File: src/rtl/mc_control_unit_if.sv
// Control bundle between the multicycle control unit and the datapath.
// master: control unit (samples instr/alu_zero/mem_ready, drives selects/enables).
// slave : datapath/memory side.
interface mc_control_unit_if;
  logic [31:0] instr;
  logic        alu_zero;
  logic        mem_ready;
  logic        mem_req;
  logic        mem_we;
  logic        mem_addr_sel;
  logic        ir_we;
  logic        pc_we;
  logic [1:0]  pc_src;
  logic        reg_we;
  logic [1:0]  reg_dst;
  logic [1:0]  reg_in;
  logic        alu_src_a;
  logic [1:0]  alu_src_b;
  logic [1:0]  alu_op;

  modport master (
    input  instr, alu_zero, mem_ready,
    output mem_req, mem_we, mem_addr_sel, ir_we, pc_we, pc_src,
           reg_we, reg_dst, reg_in, alu_src_a, alu_src_b, alu_op
  );

  modport slave (
    output instr, alu_zero, mem_ready,
    input  mem_req, mem_we, mem_addr_sel, ir_we, pc_we, pc_src,
           reg_we, reg_dst, reg_in, alu_src_a, alu_src_b, alu_op
  );
endinterface

File: src/rtl/mc_control_unit.sv
// Multicycle MIPS-subset control unit with variable-latency memory handshake,
// memory timeout fault, illegal-opcode fault and retired-instruction counter.
// Ports: clk, rst_n (async active-low), bus (datapath controls, master side),
//        state (current state), fault (sticky), instret (retired count).
module mc_control_unit #(
  parameter int unsigned TIMEOUT  = 15,
  parameter int unsigned RETIRE_W = 32
) (
  input  logic                clk,
  input  logic                rst_n,
  mc_control_unit_if.master   bus,
  output logic [3:0]          state,
  output logic                fault,
  output logic [RETIRE_W-1:0] instret
);

  localparam int unsigned CNT_W = (TIMEOUT < 1) ? 1 : $clog2(TIMEOUT + 1);

  localparam logic [1:0] OP_ADD = 2'd0;
  localparam logic [1:0] OP_SUB = 2'd1;
  localparam logic [1:0] OP_XOR = 2'd2;
  localparam logic [1:0] OP_SLT = 2'd3;

  typedef enum logic [3:0] {
    S_FETCH  = 4'd0,  S_DECODE = 4'd1,  S_EXEC_R = 4'd2,  S_WB_R   = 4'd3,
    S_EXEC_I = 4'd4,  S_WB_I   = 4'd5,  S_ADDR   = 4'd6,  S_MEM_RD = 4'd7,
    S_MEM_WR = 4'd8,  S_WB_MEM = 4'd9,  S_BRANCH = 4'd10, S_JUMP   = 4'd11,
    S_JAL    = 4'd12, S_JR     = 4'd13, S_FAULT  = 4'd15
  } state_e;

  state_e                state_q, state_d;
  logic [CNT_W-1:0]      wait_q, wait_d;
  logic [RETIRE_W-1:0]   instret_q, instret_d;
  logic                  retire;
  logic                  mem_state;
  logic [5:0]            opcode;
  logic [5:0]            funct;
  logic                  unused_instr;

  assign opcode       = bus.instr[31:26];
  assign funct        = bus.instr[5:0];
  assign unused_instr = ^bus.instr[25:6];
  assign mem_state    = (state_q == S_FETCH) || (state_q == S_MEM_RD) ||
                        (state_q == S_MEM_WR);

  // State, wait counter and retire counter registers
  always_ff @(posedge clk or negedge rst_n) begin
    if (!rst_n) begin
      state_q   <= S_FETCH;
      wait_q    <= '0;
      instret_q <= '0;
    end else begin
      state_q   <= state_d;
      wait_q    <= wait_d;
      instret_q <= instret_d;
    end
  end

  // Next state and datapath controls
  always_comb begin
    state_d          = state_q;
    retire           = 1'b0;
    bus.mem_req      = 1'b0;
    bus.mem_we       = 1'b0;
    bus.mem_addr_sel = 1'b0;
    bus.ir_we        = 1'b0;
    bus.pc_we        = 1'b0;
    bus.pc_src       = 2'd0;
    bus.reg_we       = 1'b0;
    bus.reg_dst      = 2'd0;
    bus.reg_in       = 2'd0;
    bus.alu_src_a    = 1'b0;
    bus.alu_src_b    = 2'd0;
    bus.alu_op       = OP_ADD;

    case (state_q)
      S_FETCH: begin
        bus.mem_req   = 1'b1;
        bus.alu_src_b = 2'd2;
        bus.pc_src    = 2'd2;
        bus.ir_we     = bus.mem_ready;
        bus.pc_we     = bus.mem_ready;
        if (bus.mem_ready) state_d = S_DECODE;
      end
      S_DECODE: begin
        // Branch target PC + (sext(imm)<<2) lands in ALU_RES
        bus.alu_src_b = 2'd3;
        case (opcode)
          6'h00: begin
            if (funct == 6'h20 || funct == 6'h22 || funct == 6'h2A) state_d = S_EXEC_R;
            else if (funct == 6'h08)                                 state_d = S_JR;
            else                                                     state_d = S_FAULT;
          end
          6'h23, 6'h2B: state_d = S_ADDR;
          6'h04, 6'h05: state_d = S_BRANCH;
          6'h02:        state_d = S_JUMP;
          6'h03:        state_d = S_JAL;
          6'h08, 6'h0E: state_d = S_EXEC_I;
          default:      state_d = S_FAULT;
        endcase
      end
      S_EXEC_R: begin
        bus.alu_src_a = 1'b1;
        bus.alu_src_b = 2'd1;
        case (funct)
          6'h22:   bus.alu_op = OP_SUB;
          6'h2A:   bus.alu_op = OP_SLT;
          default: bus.alu_op = OP_ADD;
        endcase
        state_d = S_WB_R;
      end
      S_WB_R: begin
        bus.reg_we = 1'b1;
        bus.reg_in = 2'd1;
        retire     = 1'b1;
        state_d    = S_FETCH;
      end
      S_EXEC_I: begin
        bus.alu_src_a = 1'b1;
        bus.alu_op    = (opcode == 6'h0E) ? OP_XOR : OP_ADD;
        state_d       = S_WB_I;
      end
      S_WB_I: begin
        bus.reg_we  = 1'b1;
        bus.reg_dst = 2'd1;
        bus.reg_in  = 2'd1;
        retire      = 1'b1;
        state_d     = S_FETCH;
      end
      S_ADDR: begin
        bus.alu_src_a = 1'b1;
        state_d       = (opcode == 6'h23) ? S_MEM_RD : S_MEM_WR;
      end
      S_MEM_RD: begin
        bus.mem_req      = 1'b1;
        bus.mem_addr_sel = 1'b1;
        if (bus.mem_ready) state_d = S_WB_MEM;
      end
      S_MEM_WR: begin
        bus.mem_req      = 1'b1;
        bus.mem_we       = 1'b1;
        bus.mem_addr_sel = 1'b1;
        if (bus.mem_ready) begin
          retire  = 1'b1;
          state_d = S_FETCH;
        end
      end
      S_WB_MEM: begin
        bus.reg_we  = 1'b1;
        bus.reg_dst = 2'd1;
        retire      = 1'b1;
        state_d     = S_FETCH;
      end
      S_BRANCH: begin
        bus.alu_src_a = 1'b1;
        bus.alu_src_b = 2'd1;
        bus.alu_op    = OP_SUB;
        bus.pc_src    = 2'd1;
        bus.pc_we     = (opcode == 6'h04) ? bus.alu_zero : !bus.alu_zero;
        retire        = 1'b1;
        state_d       = S_FETCH;
      end
      S_JUMP: begin
        bus.pc_src = 2'd3;
        bus.pc_we  = 1'b1;
        retire     = 1'b1;
        state_d    = S_FETCH;
      end
      S_JAL: begin
        // Register file writes the pre-update PC on the same edge as the jump
        bus.pc_src  = 2'd3;
        bus.pc_we   = 1'b1;
        bus.reg_we  = 1'b1;
        bus.reg_dst = 2'd2;
        bus.reg_in  = 2'd2;
        retire      = 1'b1;
        state_d     = S_FETCH;
      end
      S_JR: begin
        bus.pc_we = 1'b1;
        retire    = 1'b1;
        state_d   = S_FETCH;
      end
      S_FAULT: state_d = S_FAULT;
      default: state_d = S_FAULT;
    endcase

    // Timeout only fires when the memory did not answer this cycle
    if (mem_state && !bus.mem_ready && wait_q == CNT_W'(TIMEOUT)) state_d = S_FAULT;

    if (state_d != state_q)           wait_d = '0;
    else if (mem_state && !bus.mem_ready) wait_d = wait_q + CNT_W'(1);
    else                              wait_d = wait_q;

    instret_d = retire ? instret_q + RETIRE_W'(1) : instret_q;
  end

  assign state   = state_q;
  assign fault   = (state_q == S_FAULT);
  assign instret = instret_q;

endmodule

File: src/flat_wrapper.sv
// flat-port wrapper written by rule: the top's interface ports become plain ports
module mc_control_unit_flat 
#(
  parameter int unsigned TIMEOUT  = 15,
  parameter int unsigned RETIRE_W = 32
)
  (clk, rst_n, state, fault, instret, bus_instr, bus_alu_zero, bus_mem_ready, bus_mem_req, bus_mem_we, bus_mem_addr_sel, bus_ir_we, bus_pc_we, bus_pc_src, bus_reg_we, bus_reg_dst, bus_reg_in, bus_alu_src_a, bus_alu_src_b, bus_alu_op);
  mc_control_unit_if bus_i ();
  input  logic clk;
  input  logic rst_n;
  output logic [3:0] state;
  output logic fault;
  output logic [RETIRE_W-1:0] instret;
  input wire logic [$bits(bus_i.instr)-1:0] bus_instr;
  input wire logic [$bits(bus_i.alu_zero)-1:0] bus_alu_zero;
  input wire logic [$bits(bus_i.mem_ready)-1:0] bus_mem_ready;
  output wire logic [$bits(bus_i.mem_req)-1:0] bus_mem_req;
  output wire logic [$bits(bus_i.mem_we)-1:0] bus_mem_we;
  output wire logic [$bits(bus_i.mem_addr_sel)-1:0] bus_mem_addr_sel;
  output wire logic [$bits(bus_i.ir_we)-1:0] bus_ir_we;
  output wire logic [$bits(bus_i.pc_we)-1:0] bus_pc_we;
  output wire logic [$bits(bus_i.pc_src)-1:0] bus_pc_src;
  output wire logic [$bits(bus_i.reg_we)-1:0] bus_reg_we;
  output wire logic [$bits(bus_i.reg_dst)-1:0] bus_reg_dst;
  output wire logic [$bits(bus_i.reg_in)-1:0] bus_reg_in;
  output wire logic [$bits(bus_i.alu_src_a)-1:0] bus_alu_src_a;
  output wire logic [$bits(bus_i.alu_src_b)-1:0] bus_alu_src_b;
  output wire logic [$bits(bus_i.alu_op)-1:0] bus_alu_op;
  assign bus_i.instr = bus_instr;
  assign bus_i.alu_zero = bus_alu_zero;
  assign bus_i.mem_ready = bus_mem_ready;
  assign bus_mem_req = bus_i.mem_req;
  assign bus_mem_we = bus_i.mem_we;
  assign bus_mem_addr_sel = bus_i.mem_addr_sel;
  assign bus_ir_we = bus_i.ir_we;
  assign bus_pc_we = bus_i.pc_we;
  assign bus_pc_src = bus_i.pc_src;
  assign bus_reg_we = bus_i.reg_we;
  assign bus_reg_dst = bus_i.reg_dst;
  assign bus_reg_in = bus_i.reg_in;
  assign bus_alu_src_a = bus_i.alu_src_a;
  assign bus_alu_src_b = bus_i.alu_src_b;
  assign bus_alu_op = bus_i.alu_op;
  mc_control_unit #(.TIMEOUT(TIMEOUT), .RETIRE_W(RETIRE_W)) u_core (.clk(clk), .rst_n(rst_n), .bus(bus_i), .state(state), .fault(fault), .instret(instret));
endmodule
File: config.mk
export PLATFORM = sky130hd
export DESIGN_NAME = mc_control_unit_flat
export DESIGN_NICKNAME = d
export VERILOG_FILES = /design/src/rtl/mc_control_unit_if.sv /design/src/rtl/mc_control_unit.sv /design/src/flat_wrapper.sv
export SDC_FILE = /design/constraint.sdc
export NUM_CORES = 1
export LEC_CHECK = 0
export CORE_MARGIN = 4
export CORE_UTILIZATION = 48
export CTS_CLUSTER_SIZE = 24
export DETAILED_ROUTE_END_ITERATION = 8
export MAX_ROUTING_LAYER = met4
export PLACE_DENSITY = 0.95
export SLEW_MARGIN = 20
export SYNTH_ARGS = -nofsm -noshare
export SYNTH_HDL_FRONTEND = slang
export SYNTH_SLANG_ARGS = --single-unit
export TNS_END_PERCENT = 50
File: constraint.sdc
create_clock -name clk -period 6 [get_ports clk]
set_input_delay 0.9 -clock clk [delete_from_list [all_inputs] [get_ports clk]]
set_output_delay 0.9 -clock clk [all_outputs]
set_load 0.05 [all_outputs]
==> flow_summary.yaml, run 1 <==
finish:
  num-fill-cells: 383
  design_area_um2: 3220
  diodes: 0
  most-common-layout-cells: "clkdlybuf4s50_1, dfrtp_1, xnor2_1"
  layout-drive-gt1-share_pct: 6.44
  layout-area-overhead-vs-synth_pct: 33.5
  instances_no_fill: 393
  final_common_cell: "clkdlybuf4s50_1"
  nets: 363
run_status:
  run_status: "completed"
clock_tree:
  ctsResizeCount: 0
  clock-sinks: 40
  h-tree-depth: 2
  clock_latency_ps: 290
  numCtsBuffers: 5
  hold_fix_buffers_at_cts: 0
  tritoncts: "done"
  clock-root-buffer: "clkbuf_8"
  cts-root-to-sink-buffers: 2
  cts.reportedPaths.clkPinSlew_ps: 80
  cts_setup_buffers: 0
sta:
  period_share_pct: 72.1
  timing_hold_violations_final: 0
  tightestPinTransition_ps: 848
  maxSlewViolCount: 0
  maxSlewHeadroom_pct: 43.5
  setup_tns_ps: 0
  skew_ps: 7.13
  max_clock_freq_mhz: 231
  grt_setup_unrepaired: "no"
  period_needed_ps: 4330
  setup_viol_count_final: 0
synthesis:
  post_synth_main_area_contributors: "dfrtp_1, xnor2_1, nand2_1"
  dominantRegCellSynth: "dfrtp_1"
  synth_area_per_cell_um2: 9.28
  leading_area_contributor_after_synthesis: "dfrtp_1"
  synth-edff-count: 0
  synth_seq_area_share_pct: 41.5
  synth-seq-cells: 40
  synthesis.area_um2: 2410
  synth.net_count: 298
  synth-warning-count: 0
  number_of_standard_cells_after_synthesis: 260
  share_of_the_synthesized_area_in_the_top_cell_type_pct: 41.5
  synth-async-reset-ratio_pct: 100
  synthDistinctLibCells: 52
flow_run:
  drv.max_cap_violation_count: 0
floorplanning:
  core-area_um2: 4790
  io-pin-count: 90
  floorplan.initialDensity_pct: 50.4
  die_x_um: 78.9
  die_area_um2: 6230
  core.rowCount: 25
  die_y_um: 78.9
drt:
  routed_wirelength_mm: 5.85
  final_antenna_net_count: 0
  detailedRoute.firstIterationViolations: 187
  dr.pass1.iters: 4
  number_of_vias_per_cell_after_detailed_routing: 5.48
  wl_per_cell_um: 14.9
  dr_total_vias: 2155
  route.detailed.drc: 0
power:
  peak_vdd_ir_uv: 392
  p_leak_nw: 1.31
  power_density_over_cell_area_nw_per_um2: 406
  total_power_mw: 1.31
grt:
  grt_start_max_net_pins: 41
  overflow: 0
  antenna_found_initial: 0
  grt_resource_usage_total_pct: 20.0
  grt_first_pass_wirelength_mm: 9.89
  number_of_global_route_vias_before_repair: 2136
critical_path:
  arrival_ps: 3430
  startpoint_type: "input port"
  timing_worst_setup_path_type: "input port to output port"
  crit_required_ps: 5100
  worstSetupEndpointType: "output port"
  timing.critical_path.fanout_max: 8
place:
  placed_cells: 385
  port_buffers: 69
  hpwl_mm: 4.30
  gpl.final_weighted_congestion: 0.916
  dpl_cell_area_um2: 3130
worst_hold_path:
  worst_hold_path_type: "register to register"
-- synth_stat cells (2+ instances only) --
cell type and number:
and4_1 4, nor3_1 6, ha_1 2, nor4_1 2
and3_1 6, nor3b_1 2, nand3b_1 2, o32ai_1 2
xnor2_1 28, nand2b_1 8, mux2_2 2, dfrtp_1 40
a21oi_1 11, a21o_1 3, o22ai_1 3, o21ai_0 10
or3_1 2, nand4b_1 2, nand3_1 12, inv_1 2
mux2i_1 2, nor2b_1 6, and2_1 5, buf_6 2
xor2_1 8, nand2_1 25, or2_2 3, o211ai_1 4
nor2_1 19, clkbuf_1 8, nand4_1 8
-- logic make-up after synthesis --
family	Yosys count	share of synthesized area, %
and+or+nand+nor	119	26.9
AOI/OAI and AO/OA	46	13.1
DFF	40	41.5
xor gates and xnor gates	36	13.1
buffers and inverters	13	2.70
muxes	4	1.76
adders and majority gates	2	1.04
-- flip-flops by register name, summed over array words and instances (netlist names) --
register	count
u_core.instret	32
u_core.state	4
u_core.wait_q	4
-- path summary, 6_finish.rpt --
| kind | startpoint | depth (start not counted) | slack [ps] | to |
|---|---|---|---|---|
| hold reg to reg | u_core.instret[31] | 1 | 480 | u_core.instret[31] |
| hold / removal | u_core.instret[31] | 1 | 480 | u_core.instret[31] |
| min in group asynchronous | rst_n | 1 | 710 | u_core.instret[31] |
| setup / recovery | bus_instr[27] | 8 | 1670 | bus_pc_we |
| max in group asynchronous | rst_n | 1 | 4750 | u_core.state[1] |
| setup reg to reg | u_core.state[0] | 6 | 3340 | u_core.instret[28] |
-- critical path: stages --
cell and delay, ps:
clkdlybuf4s50_1 560, nor4_1 460, nand3b_1 170, xor2_1 190
nor2_1 50, o21ai_0 170, a21o_1 140, clkdlybuf4s50_1 800
-- layout make-up --
cell class	count	area, um2	area share, %
multi-input cells	207	1350	41.8
clock inverters	2	15.0	0.466
clock buffers	6	82.6	2.56
repair buffers	69	686	21.3
inverters	2	7.51	0.233
flip-flops and latches	40	1000	31.1
well taps	67	83.8	2.60
-- per-stage QoR --
step	hold slack (ps)	worst slack [ps]	util [%]
2_1_floorplan	552	2480	-
3_3_place_gp	462	1820	65.3
3_5_place_dp	472	1700	65.3
4_1_cts	483	1690	67.3
5_1_grt	504	1480	67.3
6_report	481	1670	67.3
-- routing by layer --
metal  track usage (%)  vias to the layer above  wire, um
li1                  -                     1056         -
met1              25.7                     1022      2570
met2              32.9                       72      2940
met3              3.63                        5       307
met4              5.84                        0        35
met5                 -                        -         0
-- report_power, final --
| part | switching, mW | leakage [nW] | internal [mW] |
|---|---|---|---|
| registers | 0.0865 | 0.544 | 0.304 |
| clock network | 0.0918 | 0.0434 | 0.0930 |
| logic | 0.477 | 0.718 | 0.258 |
| total | 0.656 | 1.31 | 0.654 |
(Power assumes the default switching activity.)
==> run 2: changes to the inputs <==
--- a/config.mk
+++ b/config.mk
@@ -6,11 +6,11 @@
 export NUM_CORES = 1
 export LEC_CHECK = 0
 export CORE_MARGIN = 4
-export CORE_UTILIZATION = 48
+export CORE_UTILIZATION = 45
 export CTS_CLUSTER_SIZE = 24
 export DETAILED_ROUTE_END_ITERATION = 8
 export MAX_ROUTING_LAYER = met4
-export PLACE_DENSITY = 0.95
+export PLACE_DENSITY = 0.91
 export SLEW_MARGIN = 20
 export SYNTH_ARGS = -nofsm -noshare
 export SYNTH_HDL_FRONTEND = slang
==> constraint.sdc (replaced) <==
create_clock -name clk -period 4.3 [get_ports clk]
set_input_delay 0.645 -clock clk [delete_from_list [all_inputs] [get_ports clk]]
set_output_delay 0.645 -clock clk [all_outputs]
set_load 0.05 [all_outputs]
==> flow_summary.yaml, run 2 (same netlist as run 1, synthesis figures left out) <==
run_status:
  run_status: "completed"
finish:
  num-fill-cells: 447
  layout-drive-gt1-share_pct: 5.83
  diodes: 0
  final_common_cell: "clkdlybuf4s50_1"
  layout-area-overhead-vs-synth_pct: 33.4
  largest_reg_flops: 32
  nets: 363
  instances_no_fill: 396
  most-common-layout-cells: "clkdlybuf4s50_1, dfrtp_1, xnor2_1"
sta:
  maxSlewViolCount: 0
  timing_hold_violations_final: 0
  grt_setup_unrepaired: "no"
  maxSlewHeadroom_pct: 43.1
  setup_tns_ps: 0
  period_share_pct: 86.5
  skew_ps: 7.07
  tightestPinTransition_ps: 854
  max_clock_freq_mhz: 269
  setup_viol_count_final: 0
  period_needed_ps: 3720
critical_path:
  timing.critical_path.fanout_max: 8
  timing_worst_setup_path_type: "input port to output port"
  critPathMaxStageDelay_ps: 800
  arrival_ps: 3080
  crit_path_cell_trace: "clkdlybuf4s50_1, nor4_1, nand3b_1, xor2_1, nor2_1, o21ai_0, a21o_1, clkdlybuf4s50_1"
  timing.critical_path.slowest_stage_cell: "clkdlybuf4s50_1"
  timing.critical_path.mode_cell: "clkdlybuf4s50_1"
  worstSetupEndpointType: "output port"
  crit_required_ps: 3650
  startpoint_type: "input port"
drt:
  dr.pass1.iters: 4
  final_antenna_net_count: 0
  wl_per_cell_um: 15.1
  detailedRoute.firstIterationViolations: 337
  dr_total_vias: 2210
  number_of_vias_per_cell_after_detailed_routing: 5.58
  route.detailed.drc: 0
  routed_wirelength_mm: 5.96
grt:
  antenna_found_initial: 0
  number_of_global_route_vias_before_repair: 2259
  grt_first_pass_wirelength_mm: 10.1
  grt_start_max_net_pins: 41
  grt_resource_usage_total_pct: 19.9
  overflow: 0
flow_run:
  drv.max_cap_violation_count: 0
clock_tree:
  cts.reportedPaths.clkPinSlew_ps: 80
  tritoncts: "done"
  h-tree-depth: 2
  numCtsBuffers: 5
  clock-root-buffer: "clkbuf_8"
  cts_setup_buffers: 0
  hold_fix_buffers_at_cts: 0
  cts-root-to-sink-buffers: 2
  ctsResizeCount: 0
  clock_latency_ps: 290
  clock-sinks: 40
floorplanning:
  die_y_um: 81.2
  io-pin-count: 90
  die_area_um2: 6600
  core-area_um2: 5140
  core.rowCount: 26
  floorplan.initialDensity_pct: 47.0
  die_x_um: 81.2
power:
  power.share.switching_pct: 49.9
  clock_power_share_pct: 14.0
  peak_vdd_ir_uv: 697
  power_density_over_cell_area_nw_per_um2: 567
  p_leak_nw: 1.31
  total_switching_power_mw: 0.911
  share_of_power_burned_in_registers_pct: 29.9
  cell_internal_pwr_mw: 0.915
  comb_power_share_pct: 56.1
place:
  hpwl_mm: 4.41
  placed_cells: 388
  port_buffers: 69
  gpl.final_weighted_congestion: 0.922
worst_hold_path:
  worst_hold_path_type: "input port to async pin"
## run 2: worst max-delay path, delay by kind of cell
family	cells	cell delay, ps
buffers and inverters	2	1340
AND/OR/NAND/NOR	3	640
AO/OA/AOI/OAI	2	300
XOR/XNOR	1	150
## run 2: worst paths after layout
check,startpoint,end,slack (ps),depth (start not counted)
max in group asynchronous,rst_n,u_core.instret[19],3300,1
worst min register to register,u_core.instret[31],u_core.instret[31],490,1
min in group clk,u_core.instret[31],u_core.instret[31],490,1
worst max-delay path,bus_instr[27],bus_pc_we,580,8
worst min-delay path,rst_n,u_core.instret[28],460,1
worst max register to register,u_core.state[0],u_core.instret[22],1660,6
## run 2: per-layer routing
| layer | share of wire [%] | track usage (%) |
|---|---|---|
| met1 | 44 | 24.3 |
| met2 | 49 | 32.8 |
| met3 | 6.0 | 4.77 |
| met4 | 1.1 | 6.08 |
| met5 | 0 | - |
## run 2: power by group through the flow
stage          logic [mW]  clock network [mW]  registers, mW
4_1_cts              1.03               0.261          0.544
5_1_grt              1.09               0.282          0.558
2_1_floorplan       0.642                   0          0.624
6_report             1.02               0.255          0.546
3_3_place_gp         1.00                   0          0.544
3_5_place_dp         1.02                   0          0.549
## run 2: per-stage QoR
stage	hold WS (ps)	setup WS, ps	utilization (%)	power, mW	instance area (um2)
final	455	579	62.6	1.83	3220
after global routing	498	419	62.6	1.93	3220
after CTS	483	583	62.6	1.83	3220
after detailed placement	477	584	60.9	1.57	3130
after global placement	460	613	60.9	1.55	3130
after floorplan	349	1040	-	1.27	2410
## run 2: area by class of cell
class	instances	area, um2	share of cell area, %
inverters	2	7.51	0.233
flip-flops and latches	40	1000	31.1
well taps	70	87.6	2.72
repair buffers	69	686	21.3
clock buffers	8	90.1	2.80
multi-input cells	207	1350	41.9
